===== src/rtl/alu_portb_sr_if.sv =====
// Bus bundle for the ALU Port B shift register: IBus load/read path,
// SRU shift strobes and operation bits, and the register's observable state.
interface alu_portb_sr_if #(
    parameter int WIDTH = 16,
    parameter int CNTW  = 5
) ();

    logic [WIDTH-1:0] ibus_in;
    logic             nwrite_alu;
    logic             nstart;
    logic             shift_en;
    logic             op_rotate;
    logic             op_arithmetic;
    logic             op_right;
    logic             nread_alu_b;

    logic [WIDTH-1:0] b;
    logic             fl;
    logic [WIDTH-1:0] ibus_out;
    logic             ibus_oe;
    logic [CNTW-1:0]  steps;
    logic             collide;

    // Microcode/SRU side: drives strobes and data, observes the register
    modport master (
        output ibus_in, nwrite_alu, nstart, shift_en,
               op_rotate, op_arithmetic, op_right, nread_alu_b,
        input  b, fl, ibus_out, ibus_oe, steps, collide
    );

    // Port B register side
    modport slave (
        input  ibus_in, nwrite_alu, nstart, shift_en,
               op_rotate, op_arithmetic, op_right, nread_alu_b,
        output b, fl, ibus_out, ibus_oe, steps, collide
    );

endinterface


===== src/rtl/alu_portb_sr.sv =====
// ALU Port B register with L (link) flag, built as a clocked shift register.
// Loaded from the IBus, shifted/rotated one bit per SRU strobe, read back
// onto the IBus. Load beats start beats shift on any given edge; a shift
// strobe that loses to load or start is dropped and flagged on collide.
module alu_portb_sr #(
    parameter int WIDTH = 16,
    parameter int CNTW  = 5
) (
    input  logic          clk2,
    input  logic          reset,
    alu_portb_sr_if.slave bus
);

    // Operation code as {rotate, arithmetic, right}
    typedef enum logic [2:0] {
        OP_SHL    = 3'b000,
        OP_SHR    = 3'b001,
        OP_SHL_A  = 3'b010,
        OP_ASR    = 3'b011,
        OP_ROL_L  = 3'b100,
        OP_ROR_L  = 3'b101,
        OP_ROL    = 3'b110,
        OP_ROR    = 3'b111
    } shift_op_e;

    localparam logic [CNTW-1:0] STEPS_MAX = '1;
    localparam logic [CNTW-1:0] STEPS_ONE = {{(CNTW-1){1'b0}}, 1'b1};

    logic [WIDTH-1:0] b_q;
    logic             fl_q;
    logic [CNTW-1:0]  steps_q;
    logic             collide_q;

    logic             load_req;
    logic             start_req;
    logic             shift_ok;
    shift_op_e        op;
    logic [WIDTH-1:0] b_shifted;
    logic             fl_shifted;

    assign load_req  = ~bus.nwrite_alu;
    assign start_req = ~bus.nstart;
    assign shift_ok  = bus.shift_en & ~load_req & ~start_req;
    assign op        = shift_op_e'({bus.op_rotate, bus.op_arithmetic, bus.op_right});

    // One shift step: new B and L computed from the current B, L and op bits
    always_comb begin
        b_shifted  = b_q;
        fl_shifted = fl_q;
        unique case (op)
            OP_SHL, OP_SHL_A: begin
                b_shifted  = {b_q[WIDTH-2:0], 1'b0};
                fl_shifted = b_q[WIDTH-1];
            end
            OP_SHR: begin
                b_shifted  = {1'b0, b_q[WIDTH-1:1]};
                fl_shifted = b_q[0];
            end
            OP_ASR: begin
                b_shifted  = {b_q[WIDTH-1], b_q[WIDTH-1:1]};
                fl_shifted = b_q[0];
            end
            OP_ROL_L: begin
                b_shifted  = {b_q[WIDTH-2:0], fl_q};
                fl_shifted = b_q[WIDTH-1];
            end
            OP_ROR_L: begin
                b_shifted  = {fl_q, b_q[WIDTH-1:1]};
                fl_shifted = b_q[0];
            end
            OP_ROL: begin
                b_shifted  = {b_q[WIDTH-2:0], b_q[WIDTH-1]};
                fl_shifted = b_q[WIDTH-1];
            end
            OP_ROR: begin
                b_shifted  = {b_q[0], b_q[WIDTH-1:1]};
                fl_shifted = b_q[0];
            end
            default: begin
                b_shifted  = b_q;
                fl_shifted = fl_q;
            end
        endcase
    end

    // B register: IBus load wins, otherwise an accepted shift step
    always_ff @(posedge clk2 or posedge reset) begin
        if (reset) begin
            b_q <= '0;
        end else if (load_req) begin
            b_q <= bus.ibus_in;
        end else if (shift_ok) begin
            b_q <= b_shifted;
        end
    end

    // L flag: cleared by start, otherwise takes the bit shifted out
    always_ff @(posedge clk2 or posedge reset) begin
        if (reset) begin
            fl_q <= 1'b0;
        end else if (start_req) begin
            fl_q <= 1'b0;
        end else if (shift_ok) begin
            fl_q <= fl_shifted;
        end
    end

    // Step counter: cleared by start, counts accepted shifts, sticks at all-ones
    always_ff @(posedge clk2 or posedge reset) begin
        if (reset) begin
            steps_q <= '0;
        end else if (start_req) begin
            steps_q <= '0;
        end else if (shift_ok && (steps_q != STEPS_MAX)) begin
            steps_q <= steps_q + STEPS_ONE;
        end
    end

    // Collision pulse: a shift strobe arrived while load or start owned the edge
    always_ff @(posedge clk2 or posedge reset) begin
        if (reset) begin
            collide_q <= 1'b0;
        end else begin
            collide_q <= bus.shift_en & (load_req | start_req);
        end
    end

    assign bus.b        = b_q;
    assign bus.fl       = fl_q;
    assign bus.steps    = steps_q;
    assign bus.collide  = collide_q;
    assign bus.ibus_out = b_q;
    assign bus.ibus_oe  = ~bus.nread_alu_b;

endmodule


===== src/flat_wrapper.sv =====
// flat-port wrapper written by rule: the top's interface ports become plain ports
module alu_portb_sr_flat 
#(
    parameter int WIDTH = 16,
    parameter int CNTW  = 5
)
  (clk2, reset, bus_ibus_in, bus_nwrite_alu, bus_nstart, bus_shift_en, bus_op_rotate, bus_op_arithmetic, bus_op_right, bus_nread_alu_b, bus_b, bus_fl, bus_ibus_out, bus_ibus_oe, bus_steps, bus_collide);
  alu_portb_sr_if #(.WIDTH(WIDTH), .CNTW(CNTW)) bus_i ();
  input  logic clk2;
  input  logic reset;
  input wire logic [$bits(bus_i.ibus_in)-1:0] bus_ibus_in;
  input wire logic [$bits(bus_i.nwrite_alu)-1:0] bus_nwrite_alu;
  input wire logic [$bits(bus_i.nstart)-1:0] bus_nstart;
  input wire logic [$bits(bus_i.shift_en)-1:0] bus_shift_en;
  input wire logic [$bits(bus_i.op_rotate)-1:0] bus_op_rotate;
  input wire logic [$bits(bus_i.op_arithmetic)-1:0] bus_op_arithmetic;
  input wire logic [$bits(bus_i.op_right)-1:0] bus_op_right;
  input wire logic [$bits(bus_i.nread_alu_b)-1:0] bus_nread_alu_b;
  output wire logic [$bits(bus_i.b)-1:0] bus_b;
  output wire logic [$bits(bus_i.fl)-1:0] bus_fl;
  output wire logic [$bits(bus_i.ibus_out)-1:0] bus_ibus_out;
  output wire logic [$bits(bus_i.ibus_oe)-1:0] bus_ibus_oe;
  output wire logic [$bits(bus_i.steps)-1:0] bus_steps;
  output wire logic [$bits(bus_i.collide)-1:0] bus_collide;
  assign bus_i.ibus_in = bus_ibus_in;
  assign bus_i.nwrite_alu = bus_nwrite_alu;
  assign bus_i.nstart = bus_nstart;
  assign bus_i.shift_en = bus_shift_en;
  assign bus_i.op_rotate = bus_op_rotate;
  assign bus_i.op_arithmetic = bus_op_arithmetic;
  assign bus_i.op_right = bus_op_right;
  assign bus_i.nread_alu_b = bus_nread_alu_b;
  assign bus_b = bus_i.b;
  assign bus_fl = bus_i.fl;
  assign bus_ibus_out = bus_i.ibus_out;
  assign bus_ibus_oe = bus_i.ibus_oe;
  assign bus_steps = bus_i.steps;
  assign bus_collide = bus_i.collide;
  alu_portb_sr #(.WIDTH(WIDTH), .CNTW(CNTW)) u_core (.clk2(clk2), .reset(reset), .bus(bus_i));
endmodule

===== config.mk =====
export PLATFORM = sky130hd
export DESIGN_NAME = alu_portb_sr_flat
export DESIGN_NICKNAME = d
export VERILOG_FILES = /design/src/rtl/alu_portb_sr_if.sv /design/src/rtl/alu_portb_sr.sv /design/src/flat_wrapper.sv
export SDC_FILE = /design/constraint.sdc
export NUM_CORES = 1
export LEC_CHECK = 0
export BUFFER_PORTS_ARGS = -buffer_cell sky130_fd_sc_hd__buf_2
export CORE_MARGIN = 2
export CORE_UTILIZATION = 43
export CTS_CLUSTER_DIAMETER = 40
export CTS_CLUSTER_SIZE = 28
export DETAILED_ROUTE_END_ITERATION = 12
export GPL_TIMING_DRIVEN = 0
export HOLD_SLACK_MARGIN = 0.1
export PLACE_DENSITY = 0.87
export SYNTH_ARGS = -nofsm -noshare
export SYNTH_HDL_FRONTEND = slang
export SYNTH_SLANG_ARGS = --single-unit

===== constraint.sdc =====
create_clock -name clk2 -period 1.6 [get_ports clk2]
set_input_delay 0.08 -clock clk2 [delete_from_list [all_inputs] [get_ports clk2]]
set_output_delay 0.08 -clock clk2 [all_outputs]
set_load 0.005 [all_outputs]

==> metrics.md <==
| Metric | Value |
|---|---|
| Clk slew on worst S/H paths | 0.13 ns |
| DRT antenna net count | 0 |
| Fill cell instance count of the final layout | 305 |
| Total standard cell area after synthesis | 0.00150 mm² |
| Xor and xnor fraction of the mapped netlist area | 1.17% |
| Number of synthesized flops with an enable pin | 0 |
| Detailed-route vias per instance | 5.05 |
| Nets@finish | 261 |
| Filler-free cell count of the finished design | 279 |
| Final weighted congestion in routability-driven placement | 0.813 |
| Post-synthesis instance total | 146 |
| Tot Pwr | 1.49 mW |
| First-pass DRT Iterations | 4 |
| Category of the worst setup path capture point | flop |
| Violated checks | setup timing |
| CTS tree | done |
| Count of endpoints failing hold in the final timing report | 0 |
| Antenna violations before repair | 0 |
| Area of all sequential standard cells | 576 µm² |
| Number of rows in the core area | 21 |
| Asr flop ratio synth | 100% |
| Vias in the first global route | 1393 |
| Wire length per cell | 14.0 µm |
| Mean cell area of the mapped netlist | 10.2 µm² |
| Result of the run | finished with violations |
| Synth Area in Adders | 1.67% |
| Final setup skew | 0.0108 ns |
| Total Routed Length | 3.90 mm |
| Achievable frequency | 0.625 GHz |
| Post-synthesis sequential area ratio | 38.5% |
| Static leakage power | 1.09 nW |
| Post-detail-place hpwl | 2.69 mm |
| Die height | 63.0 µm |
| Worst-path maximum fanout | 2 |
| Number of setup violations in the final report | 1 |
| Library cell with the largest summed area after synthesis | sky130_fd_sc_hd__dfrtp_1 |
| Leading post-synthesis cells by instance count | sky130_fd_sc_hd__a21oi_1, sky130_fd_sc_hd__dfrtp_1, sky130_fd_sc_hd__buf_4 |
| Final WS setup | -0.000796 ns |
| Dominant combinational cell family by area after synthesis | multiplexers |
| H-tree Lvls | 1 |
| Final Max Tran Viols | 0 |
| Pre-CTS setup slack | -0.0628 ns |
| Worst max-slew margin expressed relative to the limit | 40.5% |
| Simple logic cell fraction of the synthesized area | 7.02% |
| Count of different cell masters after synthesis | 31 |
| Area share of the largest cell type after synthesis | 38.5% |
| Number of antenna cells inserted | 0 |
| Master cell of the clock root buffer | sky130_fd_sc_hd__clkbuf_4 |
| Overall track demand over capacity in global routing | 20.1% |
| First-pass GRT wire length | 6.37 mm |
| Number of buffers created by CTS | 3 |
| Total overflow reported by the global router | 0 |
| Crit start category | flop |
| Largest net degree at the start of global routing | 24 |
| Effective utilization at floorplan | 44.8% |
| Setup repair after global routing missed its margin | yes |
| Actual slew at the worst max-slew pin | 0.891 ns |
| # Max-Cap Violations | 0 |
| Ratio of cells with drive above 1 in the final layout | 51.5% |
| Maximum count of clock buffers along a single path | 2 |
| Final Cycle Share | 100% |
| CTS Sinks | 23 |
| Most common cell in the synthesized netlist | sky130_fd_sc_hd__a21oi_1 |
| Warning count from the yosys run | 0 |
| Number of buffer cells added on primary ports | 61 |
| Core Footprint | 0.00334 mm² |
| Shortest period the worst path allows | 1.60 ns |
| Leading post-synthesis cells by cell area | sky130_fd_sc_hd__dfrtp_1, sky130_fd_sc_hd__mux2i_1, sky130_fd_sc_hd__mux2_2, sky130_fd_sc_hd__a21oi_1, sky130_fd_sc_hd__buf_4 |
| Number of register bits inferred by synthesis | 23 |
| Clock insertion delay at the later pin of the skew report | 0.32 ns |
| Total number of vias | 1409 |
| Complex-gate fraction of the synthesized area | 13.6% |
| I/O pin total | 65 |
| X dimension of the die | 63.0 µm |
| Area occupied by multi-input gates | 752 µm² |
| Setup TNS | -0.000796 ns |
| Type of the most critical hold path | in2reg |
| DRC violations left | 0 |
| Commonest register cell after synthesis | sky130_fd_sc_hd__dfrtp_1 |
| Die outline area | 0.00397 mm² |
| Area added between synthesis and finish | 42.5% |
| Mux contribution to synthesized area | 24.1% |
| Cell count after placement | 253 |
| CP required | 1.87 ns |
| Data arrival time at the worst-slack endpoint | 1.87 ns |
| Critical path class | reg2reg |
| Iteration-0 DRC count of the detailed router | 56 |
| PwrDens | 701 mW/mm² |
| Post-Synthesis Net Count | 173 |
| Maximum vdd drop | 410 µV |
[area by class of cell]
type	count	share of cell area, %
Buffer	27	9.10
Clock inverter	1	0.235
Tap cell	46	2.70
Clock buffer	3	1.06
Multi-Input combinational cell	92	35.3
Timing Repair Buffer	83	23.9
Inverter	4	0.704
Sequential cell	23	27.0
[layer usage]
layer,vias to the layer above,routed length [µm],GRT usage (%)
li1,674,-,-
met1,678,1540,24.0
met2,50,2100,36.4
met3,7,207,2.70
met4,0,53,6.94
met5,-,0,0
[state kept, by name, indices dropped and copies added, names as in the netlist]
signal / flops
u_core.bus.b: 16
u_core.bus.steps: 5
u_core.bus.collide: 1
u_core.bus.fl: 1
[placed cells by master (no fill, tap or decap), types with 2 or more instances in the layout]
cell type                       count
sky130_fd_sc_hd__a21oi_1           29
sky130_fd_sc_hd__buf_2             66
sky130_fd_sc_hd__buf_4             25
sky130_fd_sc_hd__buf_6              2
sky130_fd_sc_hd__clkbuf_4           3
sky130_fd_sc_hd__dfrtp_1           23
sky130_fd_sc_hd__dlygate4sd3_1     16
sky130_fd_sc_hd__inv_1              3
sky130_fd_sc_hd__mux2_1             2
sky130_fd_sc_hd__mux2_2            14
sky130_fd_sc_hd__mux2i_1           18
sky130_fd_sc_hd__nand3_1            2
sky130_fd_sc_hd__nor2_1             4
sky130_fd_sc_hd__o21ai_1            2
[power by group]
part	switching [mW]	total, mW	internal [mW]	leakage (nW)
Sequential	0.0777	0.714	0.636	0.280
Clock	0.181	0.274	0.0937	0.0177
Combinational	0.204	0.506	0.302	0.794
Total	0.463	1.49	1.03	1.09
[kinds of logic after synthesis]
logic type / count (synthesis)
and+or+nand+nor: 16
xor gates and xnor gates: 2
AOI/OAI and AO/OA: 38
DFF: 23
muxes: 34
adders and majority gates: 2
buffers and inverters: 31
[per-stage QoR]
step	utilization [%]	hold slack (ns)	area, µm²
2_1_floorplan	-	0.0819	1500
3_3_place_gp	55.8	0.297	1860
3_5_place_dp	55.8	0.305	1860
4_1_cts	62.1	0.135	2070
5_1_grt	63.9	0.157	2130
6_report	63.9	0.132	2130
[path summary, 6_finish.rpt]
path / from / endpoint / slack [ns] / cells past startpoint
max: u_core.bus.steps[0]$_DFFE_PP0P_ / u_core.bus.steps[3]$_DFFE_PP0P_ / -0.0008 / 6
min: bus_ibus_in[15] / u_core.bus.b[15]$_DFFE_PP0P_ / 0.13 / 4
max reg2reg: u_core.bus.steps[0]$_DFFE_PP0P_ / u_core.bus.steps[3]$_DFFE_PP0P_ / -0.0008 / 6
min reg2reg: u_core.bus.steps[3]$_DFFE_PP0P_ / u_core.bus.steps[3]$_DFFE_PP0P_ / 0.60 / 2
max in group asynchronous: reset / u_core.bus.b[1]$_DFFE_PP0P_ / 0.58 / 3
min in group asynchronous: reset / u_core.bus.steps[3]$_DFFE_PP0P_ / 0.47 / 3
[critical path, stage by stage (launching register included)]
cell,delay [ns]
sky130_fd_sc_hd__dfrtp_1,0.41
sky130_fd_sc_hd__ha_2,0.20
sky130_fd_sc_hd__and3_4,0.17
sky130_fd_sc_hd__ha_4,0.15
sky130_fd_sc_hd__nand3b_4,0.15
sky130_fd_sc_hd__or3_4,0.33
sky130_fd_sc_hd__a21oi_2,0.13
[repair_timing]
action,in CTS,in global routing
buffers inserted,3,3
resized for setup,0,7
pin swaps,0,3
endpoints found under the hold margin,38,0
setup endpoints to repair,1,4
hold buffers,16,0
cloned,0,0
Power figures use the tool's default switching activity.
